[config.mk]
export PLATFORM = sky130hd
export DESIGN_NAME = edp_slice
export DESIGN_NICKNAME = d
export VERILOG_FILES = /design/src/rtl/edp_pkg.sv /design/src/rtl/edp_fm.sv /design/src/rtl/edp_slice.sv
export SDC_FILE = /design/constraint.sdc
export NUM_CORES = 1
export LEC_CHECK = 0
export CORE_ASPECT_RATIO = 0.5
export CORE_MARGIN = 4
export CORE_UTILIZATION = 60
export CTS_CLUSTER_SIZE = 14
export DETAILED_ROUTE_END_ITERATION = 10
export HOLD_SLACK_MARGIN = 0.06
export PLACE_DENSITY_LB_ADDON = 0.2
export SLEW_MARGIN = 10
export SYNTH_ARGS = -nofsm -noshare
export SYNTH_HDL_FRONTEND = slang
export SYNTH_SLANG_ARGS = --single-unit
[constraint.sdc]
create_clock -name clk_edp_h -period 14.9 [get_ports clk_edp_h]
set_clock_uncertainty 0.15 [all_clocks]
set_input_delay 1.49 -clock clk_edp_h [delete_from_list [all_inputs] [get_ports clk_edp_h]]
set_output_delay 1.49 -clock clk_edp_h [all_outputs]
set_load 0.005 [all_outputs]
[src/rtl/edp_pkg.sv]
// Shared encodings for the EBOX data-path slice.
package edp_pkg;

    localparam int unsigned FM_WORDS_PER_BLOCK = 16;

    typedef enum logic [2:0] {
        AdAdd, AdSub, AdAnd, AdOr, AdXor, AdPassA, AdPassB, AdNotA
    } ad_op_e;

    typedef enum logic [1:0] {AdaAr, AdaArx, AdaMq, AdaVma} ada_sel_e;

    typedef enum logic [1:0] {AdbBr, AdbBrx, AdbFm, AdbArx} adb_sel_e;

    typedef enum logic [2:0] {
        ArlHold, ArlAd, ArlCache, ArlSh, ArlArmm, ArlFm, ArlArx, ArlZero
    } arl_sel_e;

    typedef enum logic [1:0] {ArxlHold, ArxlAd, ArxlCache, ArxlAr} arxl_sel_e;

    typedef enum logic [1:0] {MqHold, MqShl, MqShr, MqLoad} mq_sel_e;

    typedef enum logic [2:0] {
        DiagAr, DiagArx, DiagBr, DiagBrx, DiagMq, DiagFm, DiagAd, DiagZero
    } diag_sel_e;

endpackage

[src/rtl/edp_fm.sv]
// Fast-memory array with optional per-word odd parity and sticky error flag.
// Parity storage and checking exist only when EDP_FM_PARITY_EN is defined.
module edp_fm
    import edp_pkg::*;
#(
    parameter int unsigned WIDTH     = 6,
    parameter int unsigned FM_BLOCKS = 8
) (
    input  logic                         clk_edp_h,
    input  logic                         rst_l,
    input  logic [$clog2(FM_BLOCKS)-1:0] fm_block_h,
    input  logic [3:0]                   fm_adr_h,
    input  logic                         fm_write_l,
    input  logic [WIDTH-1:0]             wr_data,
    input  logic                         check_en,
    input  logic                         clr_err,
    output logic [WIDTH-1:0]             rd_data,
    output logic                         parity_ok,
    output logic                         parity_err
);

    localparam int unsigned Depth = FM_BLOCKS * FM_WORDS_PER_BLOCK;
    localparam int unsigned AddrW = $clog2(FM_BLOCKS) + 4;

    logic [WIDTH-1:0] mem_q [Depth];
    logic [AddrW-1:0] addr;
    logic             wr_en;

    assign addr    = {fm_block_h, fm_adr_h};
    assign wr_en   = rst_l && !fm_write_l;
    assign rd_data = mem_q[addr];

    // Contents survive reset; only the write strobe is gated by it.
    always_ff @(posedge clk_edp_h) begin
        if (wr_en) begin
            mem_q[addr] <= wr_data;
        end
    end

`ifdef EDP_FM_PARITY_EN
    logic par_q [Depth];
    logic err_q, err_d;

    always_ff @(posedge clk_edp_h) begin
        if (wr_en) begin
            par_q[addr] <= ~^wr_data;
        end
    end

    assign parity_ok = ^{rd_data, par_q[addr]};

    always_comb begin
        err_d = err_q;
        if (check_en && !parity_ok) begin
            err_d = 1'b1;
        end else if (clr_err) begin
            err_d = 1'b0;
        end
    end

    always_ff @(posedge clk_edp_h) begin
        if (!rst_l) begin
            err_q <= 1'b0;
        end else begin
            err_q <= err_d;
        end
    end

    assign parity_err = err_q;
`else
    logic unused_parity;
    assign unused_parity = ^{check_en, clr_err};
    assign parity_ok     = 1'b1;
    assign parity_err    = 1'b0;
`endif

endmodule

[src/rtl/edp_slice.sv]
// EBOX data-path slice: AR/ARX/BR/BRX/MQ, A/B adder, FM and EBUS read-back.
// FM parity is enabled by defining EDP_FM_PARITY_EN.
module edp_slice
    import edp_pkg::*;
#(
    parameter int unsigned WIDTH     = 6,
    parameter int unsigned FM_BLOCKS = 8
) (
    input  logic                         clk_edp_h,
    input  logic                         rst_l,
    input  logic [WIDTH-1:0]             cache_data_h,
    input  logic [WIDTH-1:0]             sh_h,
    input  logic [WIDTH-1:0]             armm_h,
    input  logic [WIDTH-1:0]             vma_held_or_pc_h,
    input  logic [2:0]                   ad_op_h,
    input  logic [1:0]                   ada_sel_h,
    input  logic                         ada_dis_h,
    input  logic [1:0]                   adb_sel_h,
    input  logic                         ad_cry_in_h,
    input  logic [2:0]                   arl_sel_h,
    input  logic                         ar_clr_h,
    input  logic [1:0]                   arxl_sel_h,
    input  logic                         br_load_h,
    input  logic                         brx_load_h,
    input  logic [1:0]                   mq_sel_h,
    input  logic                         mq_shin_l_h,
    input  logic                         mq_shin_r_h,
    input  logic [$clog2(FM_BLOCKS)-1:0] fm_block_h,
    input  logic [3:0]                   fm_adr_h,
    input  logic                         fm_write_l,
    input  logic                         ad_to_ebus_h,
    input  logic                         diag_read_h,
    input  logic [2:0]                   diag_sel_h,
    input  logic                         diag_clr_err_h,
    output logic [WIDTH-1:0]             ar_h,
    output logic [WIDTH-1:0]             arx_h,
    output logic [WIDTH-1:0]             br_h,
    output logic [WIDTH-1:0]             brx_h,
    output logic [WIDTH-1:0]             mq_h,
    output logic [WIDTH-1:0]             ad_h,
    output logic                         ad_cry_out_h,
    output logic                         ad_eq0_l,
    output logic [WIDTH-1:0]             ebus_d_h,
    output logic                         ebus_en_h,
    output logic                         fm_parity_h,
    output logic                         fm_parity_err_h
);

    logic [WIDTH-1:0] ar_q, ar_d, arx_q, arx_d, br_q, br_d, brx_q, brx_d, mq_q, mq_d;
    logic [WIDTH-1:0] fm_rd, ada, adb;
    logic [WIDTH:0]   sum;
    logic             check_en;

    assign check_en = (adb_sel_e'(adb_sel_h) == AdbFm) || (arl_sel_e'(arl_sel_h) == ArlFm);

    edp_fm #(
        .WIDTH    (WIDTH),
        .FM_BLOCKS(FM_BLOCKS)
    ) u_fm (
        .clk_edp_h (clk_edp_h),
        .rst_l     (rst_l),
        .fm_block_h(fm_block_h),
        .fm_adr_h  (fm_adr_h),
        .fm_write_l(fm_write_l),
        .wr_data   (ar_q),
        .check_en  (check_en),
        .clr_err   (diag_clr_err_h),
        .rd_data   (fm_rd),
        .parity_ok (fm_parity_h),
        .parity_err(fm_parity_err_h)
    );

    // Vector bit WIDTH-1 is the PDP-10 bit 0, so ordinary arithmetic ripples toward it.
    always_comb begin
        ada = '0;
        unique case (ada_sel_e'(ada_sel_h))
            AdaAr:  ada = ar_q;
            AdaArx: ada = arx_q;
            AdaMq:  ada = mq_q;
            AdaVma: ada = vma_held_or_pc_h;
        endcase
        if (ada_dis_h) begin
            ada = '0;
        end
        adb = '0;
        unique case (adb_sel_e'(adb_sel_h))
            AdbBr:  adb = br_q;
            AdbBrx: adb = brx_q;
            AdbFm:  adb = fm_rd;
            AdbArx: adb = arx_q;
        endcase
        sum = '0;
        unique case (ad_op_e'(ad_op_h))
            AdAdd:   sum = {1'b0, ada} + {1'b0, adb} + {{WIDTH{1'b0}}, ad_cry_in_h};
            AdSub:   sum = {1'b0, ada} + {1'b0, ~adb} + {{WIDTH{1'b0}}, ad_cry_in_h};
            AdAnd:   sum = {1'b0, ada & adb};
            AdOr:    sum = {1'b0, ada | adb};
            AdXor:   sum = {1'b0, ada ^ adb};
            AdPassA: sum = {1'b0, ada};
            AdPassB: sum = {1'b0, adb};
            AdNotA:  sum = {1'b0, ~ada};
        endcase
    end

    assign ad_h         = sum[WIDTH-1:0];
    assign ad_cry_out_h = sum[WIDTH];
    assign ad_eq0_l     = |sum[WIDTH-1:0];

    always_comb begin
        ar_d = ar_q;
        unique case (arl_sel_e'(arl_sel_h))
            ArlHold:  ar_d = ar_q;
            ArlAd:    ar_d = ad_h;
            ArlCache: ar_d = cache_data_h;
            ArlSh:    ar_d = sh_h;
            ArlArmm:  ar_d = armm_h;
            ArlFm:    ar_d = fm_rd;
            ArlArx:   ar_d = arx_q;
            ArlZero:  ar_d = '0;
        endcase
        if (ar_clr_h) begin
            ar_d = '0;
        end
        arx_d = arx_q;
        unique case (arxl_sel_e'(arxl_sel_h))
            ArxlHold:  arx_d = arx_q;
            ArxlAd:    arx_d = ad_h;
            ArxlCache: arx_d = cache_data_h;
            ArxlAr:    arx_d = ar_q;
        endcase
        br_d  = br_load_h ? ar_q : br_q;
        brx_d = brx_load_h ? arx_q : brx_q;
        mq_d  = mq_q;
        unique case (mq_sel_e'(mq_sel_h))
            MqHold: mq_d = mq_q;
            MqShl:  mq_d = {mq_q[WIDTH-2:0], mq_shin_l_h};
            MqShr:  mq_d = {mq_shin_r_h, mq_q[WIDTH-1:1]};
            MqLoad: mq_d = ad_h;
        endcase
    end

    always_ff @(posedge clk_edp_h) begin
        if (!rst_l) begin
            ar_q  <= '0;
            arx_q <= '0;
            br_q  <= '0;
            brx_q <= '0;
            mq_q  <= '0;
        end else begin
            ar_q  <= ar_d;
            arx_q <= arx_d;
            br_q  <= br_d;
            brx_q <= brx_d;
            mq_q  <= mq_d;
        end
    end

    assign ar_h  = ar_q;
    assign arx_h = arx_q;
    assign br_h  = br_q;
    assign brx_h = brx_q;
    assign mq_h  = mq_q;

    always_comb begin
        ebus_d_h = '0;
        if (diag_read_h) begin
            unique case (diag_sel_e'(diag_sel_h))
                DiagAr:   ebus_d_h = ar_q;
                DiagArx:  ebus_d_h = arx_q;
                DiagBr:   ebus_d_h = br_q;
                DiagBrx:  ebus_d_h = brx_q;
                DiagMq:   ebus_d_h = mq_q;
                DiagFm:   ebus_d_h = fm_rd;
                DiagAd:   ebus_d_h = ad_h;
                DiagZero: ebus_d_h = '0;
            endcase
        end else if (ad_to_ebus_h) begin
            ebus_d_h = ad_h;
        end
    end

    assign ebus_en_h = ad_to_ebus_h | diag_read_h;

endmodule

Word level (Yosys, flattened, before mapping)
Memory sizes are Yosys's and may differ from the RTL's.
Cells that the tools add are included.
{"block": "totals", "memories": 1, "mem_bits_rw": 768, "ff_bits": 30, "input_bits": 61}
{"name": "u_fm.mem_q", "depth": 128, "width": 6, "rd": 1, "rd_clocked_by_memory_dff": 0, "write_ports": 1, "line_no": "edp_fm.sv:25", "rtl": "logic [WIDTH-1:0] mem_q [Depth];"}
{"block": "classes", "bitwise_logic": 7, "muxes": 12, "addsub": 4, "n_reduce_logical": 11, "n_eq_ne": 33}
{"op": "one-hot mux 7 bit (8 select lines)", "n": 1}
{"op": "one-hot mux 6 bit (4 select lines)", "n": 2}
{"op": "one-hot mux 6 bit (8 select lines)", "n": 1}
{"op": "one-hot mux 6 bit (7 select lines)", "n": 1}
{"op": "== test 3 bit, second input constant", "n": 12}
{"op": "one-hot mux 6 bit (3 select lines)", "n": 2}
{"op": "== test 3 x 2 -> 1 bit, second input constant", "n": 6}
{"op": "two-way mux 6 bit", "n": 3}
{"op": "== test 2 bit, second input constant", "n": 8}
{"op": "adder 6 x 6 -> 7 bit", "n": 2}
{"op": "adder 7 x 1 -> 7 bit", "n": 2}
{"op": "inverter 6 bit", "n": 2}
{"op": "== test 3 x 1 -> 1 bit, second input constant", "n": 3}
{"op": "zero test 3 bit", "n": 3}
{"op": "== test 2 x 1 -> 1 bit, second input constant", "n": 4}
{"op": "zero test 2 bit", "n": 4}
{"op": "bitwise AND 6 bit", "n": 1}
{"op": "OR 6 bit", "n": 1}
{"op": "OR reduction 6 bit", "n": 1}
{"op": "XOR 6 bit", "n": 1}
{"op": "two-way mux 1 bit", "n": 2}
{"op": "OR reduction 2 bit", "n": 1}
{"op": "logical AND 1 bit", "n": 1}
{"op": "zero test 1 bit", "n": 1}
{"op": "other kinds (2)", "n": 2}

Longest topological paths before layout
Gate-level depths: netlist of the first run.
{"block": "logic_depth", "word_depth": 8, "ltp_mapped": 25}

By module
A second synthesis of the first run with hierarchy kept.
{"block": "unflattened", "hier_cells": 2348, "hier_area_um2": 33877.5}
{"mod": "edp_fm", "n_inst": 1, "area_each_um2": 30415.4, "seq_area_each_um2": 23062.1, "cells_per_inst": 1915}
{"mod": "edp_slice", "n_inst": 1, "area_each_um2": 3462.1, "seq_area_each_um2": 600.6, "cells_per_inst": 433}

Least setup slack after synthesis of the first run
OpenSTA, ideal clock, no wires.
{"block": "synth_timing", "kind": "in2out", "start": "input port fm_adr_h[2]", "end": "output port ad_eq0_l", "path_stages": 23, "t_required_ns": 13.260, "path_slack_ns": 7.079, "path_buffers": 4, "arrival_ns": 6.181, "cell_sequence": "buf_2 -> buf_1 -> buf_1 -> buf_2 -> mux4_2 -> nand3_1 -> a31oi_1 -> a31oi_1 -> and4bb_2 -> nand2_1 -> o21ai_0 -> o21ai_0 -> fa_1 -> fa_1 -> o21bai_1 -> a21oi_1 -> xor2_1 -> nor2_1 -> a211o_1 -> a21boi_0 -> a221o_1 -> nand3b_1 -> or4_1"}
{"block": "synth_via", "elab_chain_len": 7, "elab_cells_between_ends": 12, "classes_between": "add/sub (4); mux (2); bitwise (4); reduce/logical (1); memory (1)"}
{"element": "start, declared", "line_no": "edp_slice.sv:29", "rtl": "input logic [3:0] fm_adr_h,"}
{"element": "memory read (128 x 6 bit) *"}
{"element": "one-hot mux 6 bit (4 select lines) *", "line_no": "edp_slice.sv:86", "rtl": "unique case (adb_sel_e'(adb_sel_h))"}
{"element": "inverter 6 bit", "line_no": "edp_slice.sv:95", "rtl": "AdSub: sum = {1'b0, ada} + {1'b0, ~adb} + {{WIDTH{1'b0}}, ad_cry_in_h};"}
{"element": "adder 6 x 6 -> 7 bit", "line_no": "edp_slice.sv:95"}
{"element": "adder 7 x 1 -> 7 bit", "line_no": "edp_slice.sv:95"}
{"element": "one-hot mux 7 bit (8 select lines) *", "line_no": "edp_slice.sv:93", "rtl": "unique case (ad_op_e'(ad_op_h))"}
{"element": "named net ad_h[4]", "line_no": "edp_slice.sv:40", "rtl": "output logic [WIDTH-1:0] ad_h,"}
{"element": "OR reduction 6 bit *", "line_no": "edp_slice.sv:107", "rtl": "assign ad_eq0_l = |sum[WIDTH-1:0];"}
{"element": "end, declared", "line_no": "edp_slice.sv:42", "rtl": "output logic ad_eq0_l,"}
Mark *: on every way through the listed nets, which the timed path passes. The rest lies on a longest branch.

Worst setup path after layout of the first run
{"block": "layout_timing", "start": "input port fm_adr_h[2]", "end": "output port ad_eq0_l"}
{"block": "layout_via", "elab_chain_len": 7, "elab_cells_between_ends": 12, "classes_between": "add/sub (4); mux (2); bitwise (4); reduce/logical (1); memory (1)"}
{"element": "memory read (128 x 6 bit) *"}
{"element": "one-hot mux 6 bit (4 select lines) *", "line_no": "edp_slice.sv:86"}
{"element": "inverter 6 bit", "line_no": "edp_slice.sv:95"}
{"element": "adder 6 x 6 -> 7 bit", "line_no": "edp_slice.sv:95"}
{"element": "adder 7 x 1 -> 7 bit", "line_no": "edp_slice.sv:95"}
{"element": "one-hot mux 7 bit (8 select lines) *", "line_no": "edp_slice.sv:93"}
{"element": "OR reduction 6 bit *", "line_no": "edp_slice.sv:107"}
Mark *: on every way between the ends. The rest lies on a longest branch, timed or not.

==> impl_metrics.yaml, run 1 <==
placement:
  routabilityCongestion: 0.904
  dp_slack_ns: 4.83
  dp_hpwl_um: 57000
  io_buffers: 104
critical_path:
  r2r_end: "mq_h[4]"
  reg2reg_setup_slack_ns: 8.88
  end_kind: "primary output"
  arrival_ns: 8.69
  start_kind: "primary input"
  startpoint: "fm_adr_h[2]"
  reg2reg_depth: 19
  path_max_fanout: 108
  required_ns: 13.26
  crit_path_end: "ad_eq0_l"
  critPathKind: "in2out"
  r2r-start: "u_fm.mem_q[47][4]"
status:
  outcome: "finished, final reports clean"
clock_tree:
  cts.sinks: 798
  postCtsHoldBufs: 0
  tritoncts: "yes"
  htree_levels: 3
  post_cts_buffers: 0
  cts_root_buffer: "clkbuf_16"
  cts.clk_slew.worst_paths_ns: 0.07
  clockBufferDepth: 3
  cts_resized: 0
  clock_latency_ns: 0.61
  cts_buffers: 70
route:
  routed-via-count: 20900
  post-route-drc-count: 0
  avgRoutedWirePerCell_um: 30.5
  vias_per_cell: 6.93
  postRouteAntennaNets: 0
  drt-total-wl_um: 91900
  first_iter_violations: 2746
  first_pass_iters: 6
run:
  drv_cap: 0
grt:
  use_met2_pct: 45.0
  antenna_found_initial: 1
  gr-usage-met3_pct: 9.38
  grt_overflow: 0
  first_global_vias: 20100
  grt_start_max_net_pins: 127
  grt_pass1_wl_um: 134000
  grt_util_all_layers_pct: 30.4
  met1_usage_pct: 43.4
  grt.busiest_layer: "met2"
layout:
  diodes: 0
  layout.nets: 2310
  syn_to_final_growth_pct: 10.9
  drive_gt1_share_pct: 14.5
  fillers: 3630
  final_cell_mix: "edfxtp_1, nor2_1, nand2_1, mux4_2, clkdlybuf4s50_1"
  layout_commonest_cell: "edfxtp_1"
timing:
  period_share_pct: 69.3
  hold_viol: 0
  max_slew_margin_pct: 20.5
  rsz0062_at_grt: "no"
  min_period_ns: 10.33
  worstMarginPinSlew_ns: 1.19
  slew_violations: 0
  worst_slack_ns: 4.57
  final-setup-viol-count: 0
  finalSetupTns_ns: 0
  fmax_ghz: 0.0968
logic_synthesis:
  ys.flop_type: "edfxtp_1"
  avgSynthCellArea_um2: 15.9
  ys.warnings.count: 0
  synth_area_um2: 34000
  synth-edff-count: 768
  ys_seq_elements: 798
  synth_cell_types: 81
  syn-num-nets: 2230
  async_flop_share_pct: 0
  syn-instance-count: 2145
  ys_seq_area_share_pct: 69.5
die:
  core_um2: 55800
  ioPinCount: 108
  die_h_um: 176
  die_w_um: 345
  start_util_pct: 61.0
  fp.dieArea_um2: 60800
  row_count: 61
power:
  cellPowerDensity_nw_per_um2: 120
  leakagePower_nw: 12.0
  peakVddDrop_mv: 0.0779
min_path:
  hp-class: "reg2reg"
metal layers:
metal / up-vias / wire length [um]
li1: 8661 / -
met1: 10400 / 34600
met2: 1549 / 40800
met3: 234 / 12900
met4: 0 / 3520
met5: - / 0
how the worst min path moves through the flow:
stage	end	slack, ns	from	cells after the start
2_1_floorplan	br_h[4]	0.37	br_h[4]	2
6_report	brx_h[4]	0.41	brx_h[4]	2
3_3_place_gp	brx_h[2]	0.38	brx_h[2]	2
4_1_cts	brx_h[4]	0.41	brx_h[4]	2
3_5_place_dp	brx_h[4]	0.40	brx_h[4]	2
5_1_grt	brx_h[5]	0.44	brx_h[5]	2
cell type report:
type	instances	area (um2)	share of cell area [%]
Clock inverter	23	191	0.507
Multi-Input combinational cell	1169	9560	25.3
Inverter	38	143	0.378
Clock buffer	81	1810	4.81
Sequential cell	798	23700	62.8
Tap cell	756	946	2.51
Timing Repair Buffer	148	1400	3.71
logic make-up after synthesis:
logic type / count (synthesis) / share of synthesized area, %
flops: 798 / 69.5
simple gates: 481 / 6.51
xor+xnor: 10 / 0.257
buf+inv: 178 / 2.42
mux: 250 / 12.0
fa+ha+maj: 24 / 0.971
compound gates: 402 / 8.34
other cells: 2 / 0.0221
cell usage after synthesis (5+ instances only):
cell type	instances	share of area, %
o221ai_1	7	0.18
o211ai_1	5	0.11
nor2b_1	32	0.59
a21boi_0	7	0.15
a221oi_1	44	1.1
nand2b_1	27	0.50
mux2i_1	69	2.0
nand3_1	18	0.26
a211oi_1	16	0.35
edfxtp_1	768	68
a32oi_1	11	0.28
a21oi_1	78	1.1
a2111oi_0	5	0.13
dfxtp_1	30	1.8
clkbuf_1	71	0.78
buf_1	12	0.13
buf_6	8	0.26
nor3_1	9	0.13
o31ai_1	7	0.15
o22ai_1	18	0.33
xnor2_1	7	0.18
mux4_2	119	7.9
or2_2	5	0.092
nor4_1	7	0.13
a221o_1	14	0.41
nor3b_1	7	0.15
buf_2	36	0.53
a22oi_1	49	1.1
mux2_2	52	1.7
a31oi_1	22	0.40
o21ai_0	57	0.84
mux2_1	10	0.33
and3b_1	6	0.15
a222oi_1	9	0.26
ha_1	20	0.74
and2_1	16	0.29
and3_1	8	0.15
o21bai_1	5	0.11
nor2_1	205	2.3
buf_4	13	0.29
nand2_1	122	1.3
inv_1	33	0.36
worst max-delay path, stage by stage:
cell and delay (ns):
buf_6 0.38, buf_12 0.54, buf_4 0.51, nand2b_1 0.29, a2111oi_0 0.47, nor4_1 0.19
a311oi_1 0.58, nand3b_1 0.28, or3_1 0.59, a21oi_1 0.33, o21ai_0 0.23, inv_1 0.15
ha_1 0.19, nor3b_1 0.06, a31oi_1 0.18, nor2_1 0.05, a2111oi_0 0.35, a21oi_1 0.08
a21boi_0 0.21, a221o_1 0.45, nand3b_1 0.19, or4_1 0.40, clkdlybuf4s50_1 0.46
through the flow:
stage	hold WS (ns)	utilization (%)	cell area, um2	instances	power (mW)
final	0.412	67.6	37700	3013	4.54
after global routing	0.439	67.6	37700	3013	4.66
after CTS	0.410	67.6	37700	3013	4.53
after detailed placement	0.399	64.1	35700	2909	2.90
after global placement	0.382	64.1	35700	2909	2.89
after floorplan	0.373	-	34000	2145	2.75
registers in the layout, summed over array words and instances (netlist names):
register	flops
u_fm.mem_q	768
ar_h	6
arx_h	6
br_h	6
brx_h	6
mq_h	6
power breakdown:
group          switching (mW)  total [mW]  internal, mW
clock network           0.793        1.68         0.890
registers              0.0175        2.48          2.47
logic                   0.232       0.372         0.139
No activity file was read; power rests on OpenSTA's default activity.
==> run 2, diff against run 1 <==
--- a/config.mk
+++ b/config.mk
@@ -7,7 +7,7 @@
 export LEC_CHECK = 0
 export CORE_ASPECT_RATIO = 0.5
 export CORE_MARGIN = 4
-export CORE_UTILIZATION = 60
+export CORE_UTILIZATION = 55
 export CTS_CLUSTER_SIZE = 14
 export DETAILED_ROUTE_END_ITERATION = 10
 export HOLD_SLACK_MARGIN = 0.06
==> constraint.sdc (replaced) <==
create_clock -name clk_edp_h -period 9.2 [get_ports clk_edp_h]
set_clock_uncertainty 0.15 [all_clocks]
set_input_delay 0.92 -clock clk_edp_h [delete_from_list [all_inputs] [get_ports clk_edp_h]]
set_output_delay 0.92 -clock clk_edp_h [all_outputs]
set_load 0.005 [all_outputs]
==> run 2 against run 1 <==
  * Combinational power is 65% higher
  * Utilization is 5.0 points lower
  * Clock power is 73% higher
  * Sequential cell count stayed put
  * Non-clock buffer count is 36 higher
  * Wire length is 2.9% higher
  * Global-route usage is 1.9 points lower
  * Worst setup slack worse by 3.9 ns
  * Sequential power is 62% higher
==> impl_metrics.yaml, run 2 (synthesis results as in run 1) <==
status:
  outcome: "finished, final reports clean"
clock_tree:
  cts.sinks: 798
  cts_resized: 0
  clockBufferDepth: 3
  clock_latency_ns: 0.61
  post_cts_buffers: 0
  cts_buffers: 72
  htree_levels: 3
  tritoncts: "yes"
  postCtsHoldBufs: 0
  cts.clk_slew.worst_paths_ns: 0.06
  cts_root_buffer: "clkbuf_16"
layout:
  largest_register_ffs: 768
  syn_to_final_growth_pct: 12.6
  final_cell_mix: "edfxtp_1, nor2_1, nand2_1, mux4_2, clkdlybuf4s50_1"
  layout.nets: 2348
  layout_commonest_cell: "edfxtp_1"
  fin_area_um2: 38300
  drive_gt1_share_pct: 15.9
  regMostFlops: "u_fm.mem_q"
  fillers: 4386
  regArea_um2: 23700
  multi_input_area_um2: 9550
route:
  drt-total-wl_um: 94600
  post-route-drc-count: 0
  routed-via-count: 21000
  first_pass_iters: 6
  postRouteAntennaNets: 0
  vias_per_cell: 6.70
  first_iter_violations: 3441
  avgRoutedWirePerCell_um: 30.2
timing:
  period_share_pct: 92.6
  slew_violations: 0
  rsz0062_at_grt: "no"
  worst_slack_ns: 0.684
  max_slew_margin_pct: 23.0
  hold_viol: 0
  whs_ns: 0.397
  min_period_ns: 8.52
  final-setup-viol-count: 0
  worstMarginPinSlew_ns: 1.15
  finalSetupTns_ns: 0
  fmax_ghz: 0.117
grt:
  grt_util_all_layers_pct: 28.4
  grt_pass1_wl_um: 138000
  antenna_found_initial: 1
  grt_overflow: 0
  first_global_vias: 20200
  grt_start_max_net_pins: 96
die:
  row_count: 64
  ioPinCount: 108
  start_util_pct: 55.6
  core_um2: 61200
  fp.dieArea_um2: 66200
  die_w_um: 360
  die_h_um: 184
placement:
  dp_slack_ns: 0.897
  io_buffers: 104
  dp_hpwl_um: 60700
  placed_cell_area_um2: 36100
  routabilityCongestion: 0.903
critical_path:
  critPathBufInv: 3
  start_kind: "primary input"
  arrival_ns: 7.45
  crit_top_cell: "nor2b_1"
  cpMaxStageDelayCell: "clkdlybuf4s50_1"
  cp_top_family: "simple AND/OR/NAND/NOR gates"
  end_kind: "primary output"
  max_stage_delay_ns: 0.83
  path_max_fanout: 10
  critPathKind: "in2out"
  required_ns: 8.13
  crit_chain: "clkdlybuf4s50_1, buf_4, nor2b_1, nand3_1, a41oi_1, nor4_1, and4bb_2, nand2_1, o21ai_0, o21a_1, fa_1, fa_1, nor2b_1, o21ai_0, nor2b_1, xnor2_1, a21oi_1, a21boi_0, a221o_1, nand3b_1, or4_1, clkdlybuf4s50_1"
power:
  leakagePower_nw: 12.3
  p_total_mw: 7.55
  peakVddDrop_mv: 0.118
  cellPowerDensity_nw_per_um2: 197
min_path:
  hp-class: "reg2reg"
run:
  drv_cap: 0
run 2: changes by cell type in the layout (fill, tap and decap cells not counted), moves of 3 or more:
cell       previous run  this run
bufinv_16             1         4
buf_4                42        76
clkbuf_16            71        76
clkbuf_1             10        16
clkinv_1             15        19
run 2: worst register-to-register path, delay by kind of cell (launching register included):
kind | cells | cell delay [ns]
buffers and inverters | 1 | 0.18
and+or+nand+nor | 5 | 1.02
adders and majority gates | 2 | 1.02
DFF | 1 | 0.36
xor gates and xnor gates | 1 | 0.15
muxes | 2 | 0.94
AOI/OAI and AO/OA | 9 | 2.11
run 2: where the power goes:
| group | internal, mW | switching, mW |
|---|---|---|
| clock | 1.62 | 1.28 |
| sequential | 4.00 | 0.0383 |
| combinational | 0.236 | 0.376 |
| total | 5.85 | 1.70 |
run 2: cell type report:
class	count	share of cell area [%]
tap	825	2.69
inverter	38	0.372
antenna	1	0.00653
clock buffer	93	5.16
timing repair buffer	184	4.43
clock inverter	27	0.611
multi-input combinational	1169	24.9
sequential	798	61.8
run 2: path summary, 6_finish.rpt:
| kind | start | to | slack, ns | depth (start not counted) |
|---|---|---|---|---|
| max | fm_adr_h[3] | ad_eq0_l | 0.68 | 22 |
| min | brx_h[2] | brx_h[2] | 0.40 | 2 |
| max reg2reg | u_fm.mem_q[122][0] | mq_h[4] | 3.17 | 20 |
| min reg2reg | brx_h[2] | brx_h[2] | 0.40 | 2 |
run 2: per-stage QoR:
stage | util [%] | std cells
floorplan | - | 2145
global placement | 59.0 | 3014
detailed placement | 59.0 | 3014
CTS | 62.6 | 3134
global route | 62.6 | 3134
finish | 62.6 | 3135
run 2: routing by layer:
metal	track usage (%)	routed length (um)
met1	41.1	37200
met2	42.7	42100
met3	7.74	12100
met4	8.99	3130
met5	0	0
